`config.mk`:
```
export PLATFORM = sky130hd
export DESIGN_NAME = scan_fetch
export DESIGN_NICKNAME = d
export VERILOG_FILES = /design/src/rtl/vga_pkg.sv /design/src/rtl/sync_fifo.sv /design/src/rtl/scan_fetch.sv
export SDC_FILE = /design/constraint.sdc
export NUM_CORES = 1
export LEC_CHECK = 0
export ABC_AREA = 1
export CAP_MARGIN = 0
export CORE_ASPECT_RATIO = 0.7
export CORE_MARGIN = 5
export CORE_UTILIZATION = 50
export DETAILED_ROUTE_END_ITERATION = 16
export PLACE_DENSITY = 0.7
export SYNTH_ARGS = -nofsm -noshare
export SYNTH_HDL_FRONTEND = slang
export SYNTH_SLANG_ARGS = --single-unit
```
`constraint.sdc`:
```
create_clock -name MemClk -period 9.2 [get_ports MemClk]
set_input_delay 2.3 -clock MemClk [delete_from_list [all_inputs] [get_ports MemClk]]
set_output_delay 2.3 -clock MemClk [all_outputs]
set_load 0.05 [all_outputs]
```
`src/rtl/vga_pkg.sv`:
```
// Shared definitions for the scan-out fetch path.
//   AWIDTH_DEF / DWIDTH_DEF        : default VRAM address / data byte widths
//   FRAME_BYTES_DEF / DEPTH_DEF    : default bytes per frame / FIFO entries
//   fetchState_t                   : IDLE / FETCH / DONE fetch state encoding
//   cntWidth()                     : bits needed to count 0..n inclusive
package vga_pkg;

  localparam int AWIDTH_DEF      = 19;
  localparam int DWIDTH_DEF      = 8;
  localparam int FRAME_BYTES_DEF = 38400;
  localparam int DEPTH_DEF       = 16;

  typedef enum logic [1:0] {
    IDLE  = 2'd0,
    FETCH = 2'd1,
    DONE  = 2'd2
  } fetchState_t;

  function automatic int cntWidth(input int n);
    return $clog2(n + 1);
  endfunction

endpackage

```
`src/rtl/sync_fifo.sv`:
```
// Show-ahead synchronous FIFO.
//   MemClk  in   clock, rising edge
//   Reset   in   synchronous active-high reset
//   Flush   in   synchronous empty (same effect as Reset on the FIFO)
//   Push    in   write WrData; caller guarantees !Full || Pop
//   WrData  in   DWIDTH write data
//   Pop     in   drop the head entry; caller guarantees Valid
//   RdData  out  head entry (0 while empty)
//   Valid   out  FIFO not empty
//   Full    out  FIFO holds DEPTH entries
//   Level   out  occupancy, 0..DEPTH
module sync_fifo #(
  parameter  int DWIDTH = 8,
  parameter  int DEPTH  = 16,
  localparam int PWIDTH = $clog2(DEPTH),
  localparam int LWIDTH = PWIDTH + 1
) (
  input  logic              MemClk,
  input  logic              Reset,
  input  logic              Flush,
  input  logic              Push,
  input  logic [DWIDTH-1:0] WrData,
  input  logic              Pop,
  output logic [DWIDTH-1:0] RdData,
  output logic              Valid,
  output logic              Full,
  output logic [LWIDTH-1:0] Level
);

  logic [DWIDTH-1:0] mem [DEPTH];
  logic [PWIDTH-1:0] wrPtrReg;
  logic [PWIDTH-1:0] rdPtrReg;
  logic [PWIDTH-1:0] rdPtrNext;
  logic [LWIDTH-1:0] levelReg;
  logic [DWIDTH-1:0] headReg;

  assign rdPtrNext = Pop ? rdPtrReg + 1'b1 : rdPtrReg;

  always_ff @(posedge MemClk) begin
    if (Push) begin
      mem[wrPtrReg] <= WrData;
    end
  end

  // The head is a registered read of the slot the read pointer will point
  // at after this edge. When that slot is being written right now (push into
  // an empty FIFO, or push while popping the last entry) the array still
  // holds the old value, so the write data is forwarded instead.
  always_ff @(posedge MemClk) begin
    if (Reset || Flush) begin
      wrPtrReg <= '0;
      rdPtrReg <= '0;
      levelReg <= '0;
      headReg  <= '0;
    end else begin
      if (Push) begin
        wrPtrReg <= wrPtrReg + 1'b1;
      end
      rdPtrReg <= rdPtrNext;
      case ({Push, Pop})
        2'b10:   levelReg <= levelReg + 1'b1;
        2'b01:   levelReg <= levelReg - 1'b1;
        default: levelReg <= levelReg;
      endcase
      headReg <= (Push && (wrPtrReg == rdPtrNext)) ? WrData : mem[rdPtrNext];
    end
  end

  assign Level  = levelReg;
  assign Valid  = (levelReg != '0);
  assign Full   = (levelReg == LWIDTH'(DEPTH));
  // Stale array contents are never exposed while empty.
  assign RdData = Valid ? headReg : '0;

endmodule

```
`src/rtl/scan_fetch.sv`:
```
// Scan-out fetcher: walks FRAME_BYTES consecutive VRAM addresses from BaseAddr,
// buffering returned bytes in a show-ahead FIFO for the pixel consumer.
//   MemClk       in   clock, rising edge
//   Reset        in   synchronous active-high reset (beats FrameStart)
//   FrameStart   in   pulse: restart fetch at BaseAddr, flush FIFO
//   BaseAddr     in   AWIDTH frame base address
//   ReqAddr      out  AWIDTH address presented to the arbiter
//   ReadData     in   DWIDTH byte from the arbiter
//   ReadDataRdy  in   ReadData valid strobe
//   PixelReq     in   consumer pop request
//   PixelData    out  FIFO head
//   PixelValid   out  FIFO not empty
//   Level        out  FIFO occupancy
//   Underrun     out  sticky pop-while-empty flag
// Build option: define SCAN_FETCH_UNDERRUN_EN to implement Underrun detection;
// otherwise Underrun is tied to 0.
module scan_fetch
  import vga_pkg::*;
#(
  parameter int AWIDTH      = AWIDTH_DEF,
  parameter int DWIDTH      = DWIDTH_DEF,
  parameter int FRAME_BYTES = FRAME_BYTES_DEF,
  parameter int DEPTH       = DEPTH_DEF
) (
  input  logic                     MemClk,
  input  logic                     Reset,
  input  logic                     FrameStart,
  input  logic [AWIDTH-1:0]        BaseAddr,
  output logic [AWIDTH-1:0]        ReqAddr,
  input  logic [DWIDTH-1:0]        ReadData,
  input  logic                     ReadDataRdy,
  input  logic                     PixelReq,
  output logic [DWIDTH-1:0]        PixelData,
  output logic                     PixelValid,
  output logic [$clog2(DEPTH):0]   Level,
  output logic                     Underrun
);

  localparam int CWIDTH = cntWidth(FRAME_BYTES);

  fetchState_t       stateReg, stateNext;
  logic [AWIDTH-1:0] addrReg, addrNext;
  logic [CWIDTH-1:0] countReg, countNext;
  logic              fifoFull;
  logic              popEn;
  logic              acceptEn;

  // FrameStart wins over both sides: the returned byte and the pop are dropped.
  assign popEn    = PixelReq && PixelValid && !FrameStart;
  // A full FIFO can still take the byte if the consumer frees a slot this cycle;
  // otherwise the address is held so the byte is refetched later.
  assign acceptEn = ReadDataRdy && (stateReg == FETCH) && (!fifoFull || popEn) && !FrameStart;

  always_ff @(posedge MemClk) begin
    if (Reset) begin
      stateReg <= IDLE;
      addrReg  <= '0;
      countReg <= '0;
    end else begin
      stateReg <= stateNext;
      addrReg  <= addrNext;
      countReg <= countNext;
    end
  end

  always_comb begin
    stateNext = stateReg;
    addrNext  = addrReg;
    countNext = countReg;
    if (FrameStart) begin
      stateNext = FETCH;
      addrNext  = BaseAddr;
      countNext = '0;
    end else if (acceptEn) begin
      addrNext  = addrReg + 1'b1;
      countNext = countReg + 1'b1;
      if (countReg == CWIDTH'(FRAME_BYTES - 1)) begin
        stateNext = DONE;
      end
    end
  end

  assign ReqAddr = addrReg;

  sync_fifo #(
    .DWIDTH (DWIDTH),
    .DEPTH  (DEPTH)
  ) pixelFifo (
    .MemClk (MemClk),
    .Reset  (Reset),
    .Flush  (FrameStart),
    .Push   (acceptEn),
    .WrData (ReadData),
    .Pop    (popEn),
    .RdData (PixelData),
    .Valid  (PixelValid),
    .Full   (fifoFull),
    .Level  (Level)
  );

`ifdef SCAN_FETCH_UNDERRUN_EN
  logic underrunReg;

  always_ff @(posedge MemClk) begin
    if (Reset || FrameStart) begin
      underrunReg <= 1'b0;
    end else if (PixelReq && !PixelValid) begin
      underrunReg <= 1'b1;
    end
  end

  assign Underrun = underrunReg;
`else
  assign Underrun = 1'b0;
`endif

endmodule

```
==> results by stage, run 1 <==
Finish:
- Registers take between 0.005 and 0.006 sq mm.
- The antenna diode instance count is 0.
- Counting the fill cells in the layout gives 1500.
- The library cells used most frequently in the layout, excluding fill and tap cells, are sky130_fd_sc_hd__nand2_1 (187), sky130_fd_sc_hd__nand3_1 (176), sky130_fd_sc_hd__inv_1 (155).
- The footprint of the multi-input gates is 0.003118 sq mm.
- The ratio of cells with drive above 1 in the final layout is 5.028%.
- For this run, the share of the core covered by cells in the final layout is 57.67%.
- For this run, the number of standard cells in the final layout without fillers is 1290.
- Relative to the synthesized area, the layout overhead comes to 14.42%.
- The library cell used most frequently in the layout, excluding fill and tap cells, is sky130_fd_sc_hd__nand2_1.
- The post-route cell area is about 0.010 sq mm.
- The number of nets in the layout is about 1100.

Critical path:
- Counting buffers and inverters, the worst setup path is 16 cells deep.
- The number of cells on the worst reg-to-reg path is 15.
- The worst setup path is of the input port to register kind.
- Walking the worst path, the cells encountered are clkdlybuf4s50_1 > buf_4 > nor2_4 > nand2_4 > nand2_2 > buf_4 > nand2_2 > buf_4 > nand2_1 > nand2_1 > nor2_1 > nand3_2 > nor2_1 > nor2_1 > nand2_1 > inv_1.
- At the worst endpoint, the arrival time is 5.78 ns.
- The cell type of the slowest stage on the worst timing path is sky130_fd_sc_hd__buf_4.
- For this run, the slowest stage of the critical path takes 0.54 ns.
- The category of the worst setup path launch point is an input port.
- The data required time at the worst endpoint is around 9.5 ns.
- The highest fanout seen on the critical path is 66.
- The count of buffer and inverter cells on the critical path is 5.
- The family of cells with the greatest summed delay on the critical path is simple AND/OR/NAND/NOR gates.
- The type of element capturing the critical path is a register.

Floorplan:
- The die boundary height is 122.1 um.
- For this design the top-level I/O count stands at 66.
- After floorplanning, the core was sized to cover 0.01780 sq mm.
- The total die area is 0.02077 sq mm.
- The initial utilization of the core area, before any placement, comes to 50.40%.
- The number of core rows is 41.
- The width of the die is 170.1 um.

Power and ir drop:
- The peak ir drop on the vdd network is between 0.0001 and 0.00015 V.
- Combinational cells account for 7.8% of the total power.
- For this design the ratio of total power to cell area is around 170 mW/mm^2.
- The total power is ~1.8 mW.
- Internal power comes to 1.346 mW.
- Summed over all cells, the static leakage comes to 4.166 nW.
- Net switching is 23.49% of the power.
- The share of total power dissipated in the clock network is 40.3%.
- Sequential cells account for just over 50% of the total power.
- The analysis attributes to net switching a power of 0.4133 mW.

Synthesis:
- Sorting the synthesized cells by area gives the leading types as sky130_fd_sc_hd__edfxtp_1 (43%), sky130_fd_sc_hd__dfxtp_1 (13%), sky130_fd_sc_hd__nand3_1 (9.8%), sky130_fd_sc_hd__nand2_1 (7.8%), sky130_fd_sc_hd__inv_1 (6.5%).
- The cell area that synthesis handed to floorplanning was 0.008972 sq mm.
- The total of flip-flops plus latches after synthesis is 186.
- The synthesized design devotes to its leading area cell type 42.84% of total area.
- The average instance in the mapped netlist occupies 9.008 sq um.
- Sequential elements use 55.78% of the synthesized area.
- Yosys printed 0 warnings.
- The largest total area in the synthesized netlist belongs to sky130_fd_sc_hd__edfxtp_1.
- The net count after synthesis is 1039.
- After synthesis, the netlist uses 37 different library cells.
- The synthesized netlist cell count is between 900 and 1000.

Timing:
- The total negative setup slack is 0 ns.
- The post-route clock skew is 0.01701 ns.
- Hold is met by 0.4710 ns.
- Subtracting the final worst setup slack from the clock period gives 5.452 ns.
- The final number of max-transition violations is 0.
- Derived from the worst setup path, the maximum achievable clock frequency is 183.4 MHz.
- The final-report hold violation count is 0.
- Setup repair after global routing left no endpoint under its margin.
- The worst slew margin relative to its limit is between 30% and 40%.
- The final critical-path share of the clock period is 59.26%.
- The transition time at the pin with the least slew margin is 1.021 ns.
- The smallest setup slack after layout is around 3.7 ns.
- The setup-violating endpoint count in the final report is 0.

CTS:
- The cell at the root of the clock tree is sky130_fd_sc_hd__clkbuf_16.
- TritonCTS built the clock tree.
- The number of buffers inserted by post-CTS setup repair is 0.
- The count of cells resized by post-cts repair is 0.
- The level count of the clock H-tree is 4.
- The maximum count of clock buffers along a single path is 2.
- The clock latency at the later pin of the worst-skew pair is between 0.4 and 0.5 ns.
- The clock drives about 190 sinks.
- The number of hold-repair buffers added at the cts stage is 0.
- The clock-pin transition on the worst setup and hold timing paths is 0.07 ns.
- TritonCTS created 17 clock buffers.

Global route:
- The first global-routing pass estimated 34560 um of wire.
- The pin count of the biggest net entering global routing is 67.
- The layer with the highest usage after global routing is met1.
- The global routing met1 resource utilization is around a third.
- The met3 demand-to-capacity share in global routing is 5.611%.
- The initial antenna violation count came to 0.
- Global routing finished with a remaining overflow of 0.
- The via count of the first global-routing pass came to 6351.
- In the global route stage, met2 resource usage came out at roughly 29%.
- The overall track demand over capacity in global routing is between 20% and 30%.

Route:
- The detail-routed via count per cell is 5.360.
- In the routed design, unresolved DRC markers number 0.
- In this run the remaining antenna-violating nets after routing total 0.
- The final wirelength is 21530 um.
- After detailed routing, the average wire length per cell comes to 16.69 um.
- The initial DRC count is roughly 820.
- The first-pass iteration count of the detailed router is 5.
- The number of vias after detailed routing is 6915.

Run:
- The number of max-cap violations is 0.

Placement:
- The estimated wirelength of the detail-placed design is 14040 um.
- Once placement finished, the instance area stood at 0.009704 sq mm.
- The last weighted congestion value of the routability-driven placer is between 0.9 and 1.
- The instance count after placement with tap cells included is 1258.
- Buffers placed on the I/O ports in this run total 64.
- At the placement stage, the worst setup path has a slack of roughly 3.3 ns.

Outcome:
- The run finished with clean final reports.

Min path:
- The kind of path behind the tightest hold check is register to register.
- The cell depth of the worst min-delay path is 2.
-- synthesized netlist by cell type, drive strengths merged --
| cell | count |
|---|---|
| edfxtp | 128 |
| buf | 35 |
| o21ai | 14 |
| nor4 | 5 |
| xnor2 | 10 |
| xor2 | 17 |
| a211oi | 5 |
| nand4 | 8 |
| a311oi | 1 |
| a31oi | 11 |
| and3b | 1 |
| a21o | 2 |
| nand3 | 179 |
| conb | 1 |
| o21a | 2 |
| nand3b | 32 |
| a21oi | 22 |
| o221ai | 1 |
| nand2 | 193 |
| inv | 158 |
| dfxtp | 58 |
| nor2 | 78 |
| a2bb2oi | 1 |
| ha | 11 |
| nor3 | 13 |
| clkbuf | 10 |
-- layer usage --
metal | up-vias | wire, um
met3 | 17 | 1976
met2 | 268 | 8892
met5 | - | 0
li1 | 3373 | -
met1 | 3257 | 10420
met4 | 0 | 238
-- power by group through the flow --
stage / Combinational (mW) / Sequential, mW / Clock (mW)
2_1_floorplan: 0.0643 / 0.948 / 0
3_3_place_gp: 0.134 / 0.931 / 0
5_1_grt: 0.149 / 0.913 / 0.752
3_5_place_dp: 0.136 / 0.931 / 0
4_1_cts: 0.137 / 0.913 / 0.716
6_report: 0.137 / 0.913 / 0.709
-- logic make-up after synthesis --
family,count (synthesis),share of synthesized area [%]
DFF,186,55.78
AOI/OAI and AO/OA,59,3.863
xor gates and xnor gates,27,2.636
adders and majority gates,11,1.534
buffers and inverters,203,9.469
and+or+nand+nor,509,26.68
other,1,0.04180
-- worst register-to-register path: cells and delay by family (launching register included) --
| family | cells | cell delay (ns) |
|---|---|---|
| buffers and inverters | 4 | 1.14 |
| and+or+nand+nor | 11 | 1.86 |
| DFF | 1 | 0.43 |
-- registers in the layout (all words and copies together), names as in the netlist --
name	count
pixelFifo.wrPtrReg	4
pixelFifo.rdPtrReg	4
stateReg	2
pixelFifo.headReg	8
pixelFifo.mem	128
countReg	16
pixelFifo.Level	5
ReqAddr	19
-- final timing paths --
check	endpoint	slack [ns]	from
worst min register to register	stateReg[1]	0.47	stateReg[1]
worst max register to register	pixelFifo.headReg[0]	5.69	pixelFifo.Level[4]
worst max-delay path	pixelFifo.headReg[0]	3.75	FrameStart
worst min-delay path	stateReg[1]	0.47	stateReg[1]
-- final cells by class --
cell class | instances | area share (%)
sequential | 186 | 48.75
multi-input combinational | 607 | 30.37
timing repair buffer | 71 | 6.752
inverter | 158 | 5.777
clock buffer | 20 | 4.254
tap | 236 | 2.876
clock inverter | 12 | 1.219
Power figures use the tool's default switching activity.
==> inputs of run 2 (changes only) <==
--- a/config.mk
+++ b/config.mk
@@ -11,7 +11,7 @@
 export CORE_MARGIN = 5
 export CORE_UTILIZATION = 50
 export DETAILED_ROUTE_END_ITERATION = 16
-export PLACE_DENSITY = 0.7
+export PLACE_DENSITY = 0.72
 export SYNTH_ARGS = -nofsm -noshare
 export SYNTH_HDL_FRONTEND = slang
 export SYNTH_SLANG_ARGS = --single-unit
==> constraint.sdc (replaced) <==
create_clock -name MemClk -period 4.5 [get_ports MemClk]
set_input_delay 1.125 -clock MemClk [delete_from_list [all_inputs] [get_ports MemClk]]
set_output_delay 1.125 -clock MemClk [all_outputs]
set_load 0.05 [all_outputs]
==> run 2 against run 1 <==
Setup slack worse by 2.7 ns. Global-route usage up 0.38 points. Clock skew down 0.0075 ns. Combinational power grew 110%. Power up 110%. Cell area up 1.2%. Worst hold slack improved by 0.024 ns. Via count is essentially flat. Highest routed layer unchanged. Die area is the same. Critical path depth up 2. Register-to-register slack worse by 3.8 ns.
==> results by stage, run 2 (synthesis results as in run 1) <==
Outcome:
- The flow ran to the end, and the final reports show no timing, DRC or antenna violations.

Global route:
- Across every metal layer, demand over resource in global routing totals 21.73%.
- The via count of the first global-routing pass is 6306.
- The pin count of the biggest net entering global routing is 66.
- Summed over all layers, the global routing overflow is 0.
- The initial antenna violation count came to 0.
- The first global-routing pass estimated 34930 um of wire.

Timing:
- The total negative setup slack is 0 ns.
- The minimum period implied by the final worst setup slack is 3.460 ns.
- After layout, the worst setup slack is 1.040 ns.
- For the final database, setup skew stands at between 0.009 and 0.01 ns.
- For the pin with the worst max-slew slack, the measured transition is just over 0.9 ns.
- Final hold analysis gives a worst-case slack of just under 0.5 ns.
- The worst slew margin relative to its limit is 39.15%.
- Setup repair after global routing left no endpoint under its margin.
- Of the available clock period, the critical path in the final layout requires slightly below 80%.
- The final-report hold violation count is 0.
- The final number of max-transition violations is 0.
- The setup-violating endpoint count in the final report is 0.
- The maximum clock frequency is 289.0 MHz.

CTS:
- The level count of the clock H-tree is 4.
- The longest clock path from root to sink contains 2 buffers.
- The clock-pin transition on the worst setup and hold timing paths is 0.07 ns.
- The cell at the root of the clock tree is sky130_fd_sc_hd__clkbuf_16.
- The CTS tree is built.
- The number of hold-repair buffers added at the cts stage is 0.
- The clock latency at the later pin of the worst-skew pair is ~0.44 ns.
- The total clock sinks is approximately 190.
- The number of setup buffers added after CTS is 0.
- The total clock buffers created by CTS is 17.
- The count of cells resized by post-cts repair is 0.

Floorplan:
- For this configuration, the core starts out at a cell density of 50.40%.
- The total die area is 0.02077 sq mm.
- The number of core rows is 41.
- After floorplanning, the core was sized to cover 0.01780 sq mm.
- The die boundary height is approximately 120 um.
- The die is 170.1 um wide.
- 66 I/O pins were placed.

Finish:
- For this run, the post-layout net count is 1093.
- The number of fillers in the final layout is 1497.
- 0 antenna diodes ended up in the layout.
- The total area of sequential cells is about 0.0050 sq mm.
- Summing all multi-input logic gate instances after layout gives 0.003118 sq mm.
- Measured on the finished design, the core utilization comes to 58.34%.
- The ratio of cells with drive above 1 in the final layout is 6.209%.
- The area added between synthesis and finish is 15.74%.
- The top register by number of flip-flops is pixelFifo.mem.
- The number of flip-flops under the largest register name is roughly 130.
- The most common cell after layout, fill and taps aside is sky130_fd_sc_hd__nand2_1.
- In the layout the commonest cells are sky130_fd_sc_hd__nand2_1 (187), sky130_fd_sc_hd__nand3_1 (176), sky130_fd_sc_hd__inv_1 (155).
- After routing the design area is 0.01039 sq mm.

Min path:
- The worst hold path belongs to the class register to register.
- The launch instance of the worst min-delay path is stateReg[1].

Route:
- Dividing the detail-routed via count by the number of cells gives 5.320.
- The routed length per instance is 16.90 um.
- For this run, design rule violations remaining after detail routing come to 0.
- The number of vias after detailed routing is 6911.
- Once detail routing completed, the nets flagged for antenna violations numbered 0.
- The initial DRC count is 846.
- The first detailed-routing pass ran for 6 iterations.
- After detailed routing, the total wire length is approximately 22000 um.

Critical path:
- The data required time at the worst endpoint is 4.86 ns.
- The worst setup path is launched from an input port.
- The critical path in this run is classified as input port to register.
- STA classifies the critical path endpoint as a register.
- Tracing the worst setup path back leads to its startpoint at PixelReq.
- The launch point of the worst reg-to-reg path is pixelFifo.Level[1].
- The data arrival time of the critical path is 3.82 ns.
- The reg-to-reg setup timing slack is 1.87 ns.
- Along the worst path, the maximum fanout reaches 7.

Run:
- The number of max-cap violations is 0.

Placement:
- Port buffering added 64 buffers.
- The HPWL after detailed placement is between 10000 and 15000 um.
- The pre-CTS setup slack is 0.6507 ns.
- The last weighted congestion value of the routability-driven placer is approximately 0.86.
- The placed instances occupy a cell area of approximately 0.0098 sq mm.

Power and ir drop:
- The ratio of total power to cell area is 357.1 mW/mm^2.
- The reported leakage power is 4.248 nW.
- IR analysis of the VDD net gives a maximum drop of between 0.0002 and 0.00025 V.
## run 2: cell count changes in the layout (fill, tap and decap cells not counted)
cell	previous run	this run
sky130_fd_sc_hd__buf_12	0	1
sky130_fd_sc_hd__clkinv_1	3	0
sky130_fd_sc_hd__inv_6	1	2
sky130_fd_sc_hd__buf_4	7	15
sky130_fd_sc_hd__inv_8	0	1
sky130_fd_sc_hd__clkinvlp_4	3	1
sky130_fd_sc_hd__bufinv_16	2	3
sky130_fd_sc_hd__clkinv_2	1	3
sky130_fd_sc_hd__clkinv_4	2	3
sky130_fd_sc_hd__clkbuf_1	3	2
## run 2: worst paths after layout
| check | cells after the start | to |
|---|---|---|
| worst max register to register | 15 | pixelFifo.Level[4] |
| worst max-delay path | 18 | pixelFifo.Level[4] |
| worst min-delay path | 2 | stateReg[1] |
| worst min register to register | 2 | stateReg[1] |
## run 2: metal layers
| layer | global-route usage [%] | wire [um] | part of all wire (%) | vias up |
|---|---|---|---|---|
| met3 | 3.990 | 2058 | 9.4 | 27 |
| met1 | 35.20 | 10320 | 47 | 3180 |
| met2 | 29.69 | 9299 | 42 | 313 |
| li1 | - | - | - | 3391 |
| met5 | 0 | 0 | 0 | - |
| met4 | 5.536 | 278 | 1.3 | 0 |
## run 2: stage by stage
stage | instances | total power [mW]
2_1_floorplan | 996 | 2.069
3_3_place_gp | 1267 | 2.183
3_5_place_dp | 1267 | 2.186
4_1_cts | 1299 | 3.715
5_1_grt | 1299 | 3.822
6_report | 1299 | 3.709
## run 2: final cells by class
type | count | area share [%]
Inverter | 158 | 5.711
Clock inverter | 13 | 1.614
Multi-Input combinational cell | 607 | 30.02
Tap cell | 236 | 2.843
Clock buffer | 19 | 4.169
Sequential cell | 186 | 48.19
Timing Repair Buffer | 80 | 7.446
## run 2: power by group
group          switching, mW  total, mW  internal, mW
registers             0.0204       1.86          1.84
clock network          0.676       1.56         0.881
logic                  0.191      0.287        0.0959
total                  0.887       3.71          2.82
## run 2: worst max-delay path, cell delays in order
cell                              delay, ns
sky130_fd_sc_hd__clkdlybuf4s50_1       0.46
sky130_fd_sc_hd__inv_1                 0.08
sky130_fd_sc_hd__nor2_4                0.15
sky130_fd_sc_hd__nor2_1                0.06
sky130_fd_sc_hd__nand3_1               0.10
sky130_fd_sc_hd__nand2_2               0.13
sky130_fd_sc_hd__nor2_4                0.18
sky130_fd_sc_hd__inv_2                 0.06
sky130_fd_sc_hd__ha_1                  0.28
sky130_fd_sc_hd__xor2_1                0.19
sky130_fd_sc_hd__ha_1                  0.20
sky130_fd_sc_hd__a21o_1                0.18
sky130_fd_sc_hd__nand2_1               0.07
sky130_fd_sc_hd__nand2_1               0.05
sky130_fd_sc_hd__a21oi_1               0.16
sky130_fd_sc_hd__xor2_1                0.16
sky130_fd_sc_hd__nand2_1               0.07
sky130_fd_sc_hd__a21oi_1               0.12
==> inputs of run 3 (changes only) <==
==> constraint.sdc (replaced) <==
create_clock -name MemClk -period 2.86 [get_ports MemClk]
set_input_delay 0.715 -clock MemClk [delete_from_list [all_inputs] [get_ports MemClk]]
set_output_delay 0.715 -clock MemClk [all_outputs]
set_load 0.05 [all_outputs]
==> run 3 against run 2 <==
Clock skew is 0.0044 ns higher. Flip-flop and latch count stayed put. Via count is 3.8% higher. Non-clock buffer count is 37 higher. Register-to-register slack worse by 1.4 ns. Sequential power is 58% higher. Setup slack worse by 0.91 ns. Largest power group unchanged.
==> results by stage, run 3 (synthesis results as in run 1) <==
Timing:
- The setup-violating endpoint count in the final report is 0.
- Measured against its own limit, the worst slew margin works out to 39.08%.
- The final number of max-transition violations is 0.
- The final-report hold violation count is 0.
- Dividing the final minimum period by the clock period gives between 90% and 100%.
- The transition time at the pin with the least slew margin is 0.9110 ns.
- The maximum clock frequency is between 300 and 400 MHz.
- The clock period could shrink to 2.733 ns.
- Final hold analysis gives a worst-case slack of 0.5011 ns.
- The post-route clock skew is 0.01385 ns.
- Setup repair after global routing left no endpoint under its margin.
- Adding up every negative setup slack in the final design gives 0 ns.

Critical path:
- The worst register-to-register path begins at pixelFifo.Level[0].
- The data arrival time of the critical path is roughly 2.0 ns.
- The worst setup path is launched from a register.
- The data required time at the worst endpoint is 2.14 ns.
- STA classifies the critical path endpoint as an output pin.
- The classification of the worst setup path is register to output pin.
- In this run the register-to-register setup slack is 0.50 ns.
- The reg-to-reg critical path endpoint is pixelFifo.Level[4].
- Of all nets on the critical path, the largest fanout is 12.
- The number of cells on the worst reg-to-reg path is 14.

Finish:
- The area added between synthesis and finish is 19.86%.
- Of the cells placed in the final design, the portion with a size suffix greater than 1 is 9.364%.
- The most common cell after layout, fill and taps aside is sky130_fd_sc_hd__nand2_1.
- The antenna diode instance count is 0.
- The top register by number of flip-flops is pixelFifo.mem.
- The library cells used most frequently in the layout, excluding fill and tap cells, are sky130_fd_sc_hd__nand2_1 (187), sky130_fd_sc_hd__nand3_1 (176), sky130_fd_sc_hd__inv_1 (155).
- The register with the most flip-flops in the layout has 128 of them.
- After the last flow step, the layout net total stands at 1130.

Global route:
- The wire length of the first global-routing pass is 35540 um.
- The initial antenna violation count was 0.
- The via count of the first global-routing pass is 6526.
- The overall track demand over capacity in global routing is 22.20%.
- The pin count of the biggest net entering global routing is 51.
- The global-route congestion overflow total is 0.

Min path:
- In this run the most critical hold path is launched from stateReg[1].
- The min-delay analysis places its worst path in the category register to register.
- Along the worst hold path, the cell count comes to 2.
- The path with the worst hold slack has its endpoint at stateReg[1].

CTS:
- The level count of the clock H-tree is 4.
- After clock tree synthesis, the clock-pin slew on the worst setup and hold paths is roughly 0.07 ns.
- The total clock sinks is around 190.
- The total clock buffers created by CTS is 17.
- The number of hold buffers added after CTS was 0.
- The clock passes through at most 2 buffers.
- TritonCTS built the clock tree.
- The cell at the root of the clock tree is sky130_fd_sc_hd__clkbuf_16.
- The clock reaches the later pin of the worst-skew pair after 0.44 ns.

Placement:
- The count of port buffers added during placement is 64.
- The last weighted congestion value of the routability-driven placer is 0.8736.
- Once detailed placement completed, the half-perimeter wirelength came to ~15000 um.

Route:
- The detailed router finished its first iteration with about 750 violations.
- The routed design has 22660 um of wire.
- The number of vias after detailed routing is 7173.
- The detail-routed via count per cell is 5.369.
- After detailed routing, the average wire length per cell comes to 16.96 um.
- The count of antenna-violating nets left after detailed routing is 0.
- For this run, design rule violations remaining after detail routing come to 0.
- The first detailed-routing pass ran for 6 iterations.

Floorplan:
- The number of core rows is 41.
- The core box area is roughly 0.018 sq mm.
- The floorplan step defined a die boundary enclosing slightly above 0.02 sq mm.
- The initial cell density of the core is between 50% and 60%.
- The width of the die is 170.1 um.
- The die is 122.1 um tall.
- During I/O placement, the number of pins put on the boundary was 66.

Power and ir drop:
- The peak ir drop on the vdd network is between 0.0003 and 0.0004 V.
- The total power is 5.813 mW.
- The reported leakage power is 4.593 nW.
- The ratio of total power to cell area is about 540 mW/mm^2.

Run:
- The number of max-cap violations is 0.

Outcome:
- The run finished with clean final reports.
run 3: cell count changes in the layout (fill, tap and decap cells not counted), sizes merged:
cell / delta
buf: +37
clkbuf: +3
clkdlybuf4s50: -8
clkinv: -3
clkinvlp: +2
dlymetal6s2s: +8
inv: -2
run 3: final cells by class:
class | count | area [sq um]
fillers | 1456 | 7047
clock inverters | 10 | 141.4
flip-flops and latches | 186 | 5006
multi-input cells | 607 | 3131
repair buffers | 117 | 1134
clock buffers | 22 | 454.2
well taps | 236 | 295.3
inverters | 158 | 593.1
run 3: metal layers:
metal / vias up / wire (um) / track usage (%)
met5: - / 0 / 0
met2: 304 / 9463 / 30.31
li1: 3468 / - / -
met3: 37 / 2112 / 5.092
met1: 3364 / 10670 / 34.96
met4: 0 / 414 / 6.484
run 3: power breakdown:
part	total (mW)	internal [mW]	switching [mW]	leakage, nW
clock	2.40	1.40	1.00	0.281
combinational	0.474	0.169	0.305	2.69
sequential	2.94	2.90	0.0340	1.62
total	5.81	4.47	1.34	4.59
run 3: stage by stage:
stage / area (sq um) / worst slack, ns / utilization [%] / cells
6_report: 10750 / 0.1266 / 60.41 / 1336
5_1_grt: 10750 / 0.01458 / 60.41 / 1336
4_1_cts: 10730 / 0.01728 / 60.30 / 1336
3_5_place_dp: 10140 / -0.1608 / 56.96 / 1304
3_3_place_gp: 10140 / -0.1240 / 56.96 / 1304
2_1_floorplan: 8990 / 0.009022 / - / 996
run 3: worst max-delay path, stage by stage (launching register included):
cell,delay [ns]
sky130_fd_sc_hd__dfxtp_1,0.46
sky130_fd_sc_hd__nor2_2,0.10
sky130_fd_sc_hd__nand3_4,0.18
sky130_fd_sc_hd__clkdlybuf4s50_1,0.84
run 3: what timing repair did:
| action | CTS | global route |
|---|---|---|
| endpoints found under the setup margin | 0 | 8 |
| gates resized for setup | 0 | 8 |
| setup buffers | 0 | 0 |
run 3: worst max-delay path by stage:
stage | from | depth (start not counted) | slack (ns) | to
2_1_floorplan | PixelReq | 18 | 0.009 | pixelFifo.Level[4]
3_3_place_gp | PixelReq | 18 | -0.12 | pixelFifo.Level[4]
3_5_place_dp | PixelReq | 18 | -0.16 | pixelFifo.Level[4]
4_1_cts | pixelFifo.Level[0] | 5 | 0.02 | PixelData[1]
5_1_grt | FrameStart | 17 | 0.01 | pixelFifo.Level[4]
6_report | pixelFifo.Level[0] | 3 | 0.13 | PixelValid
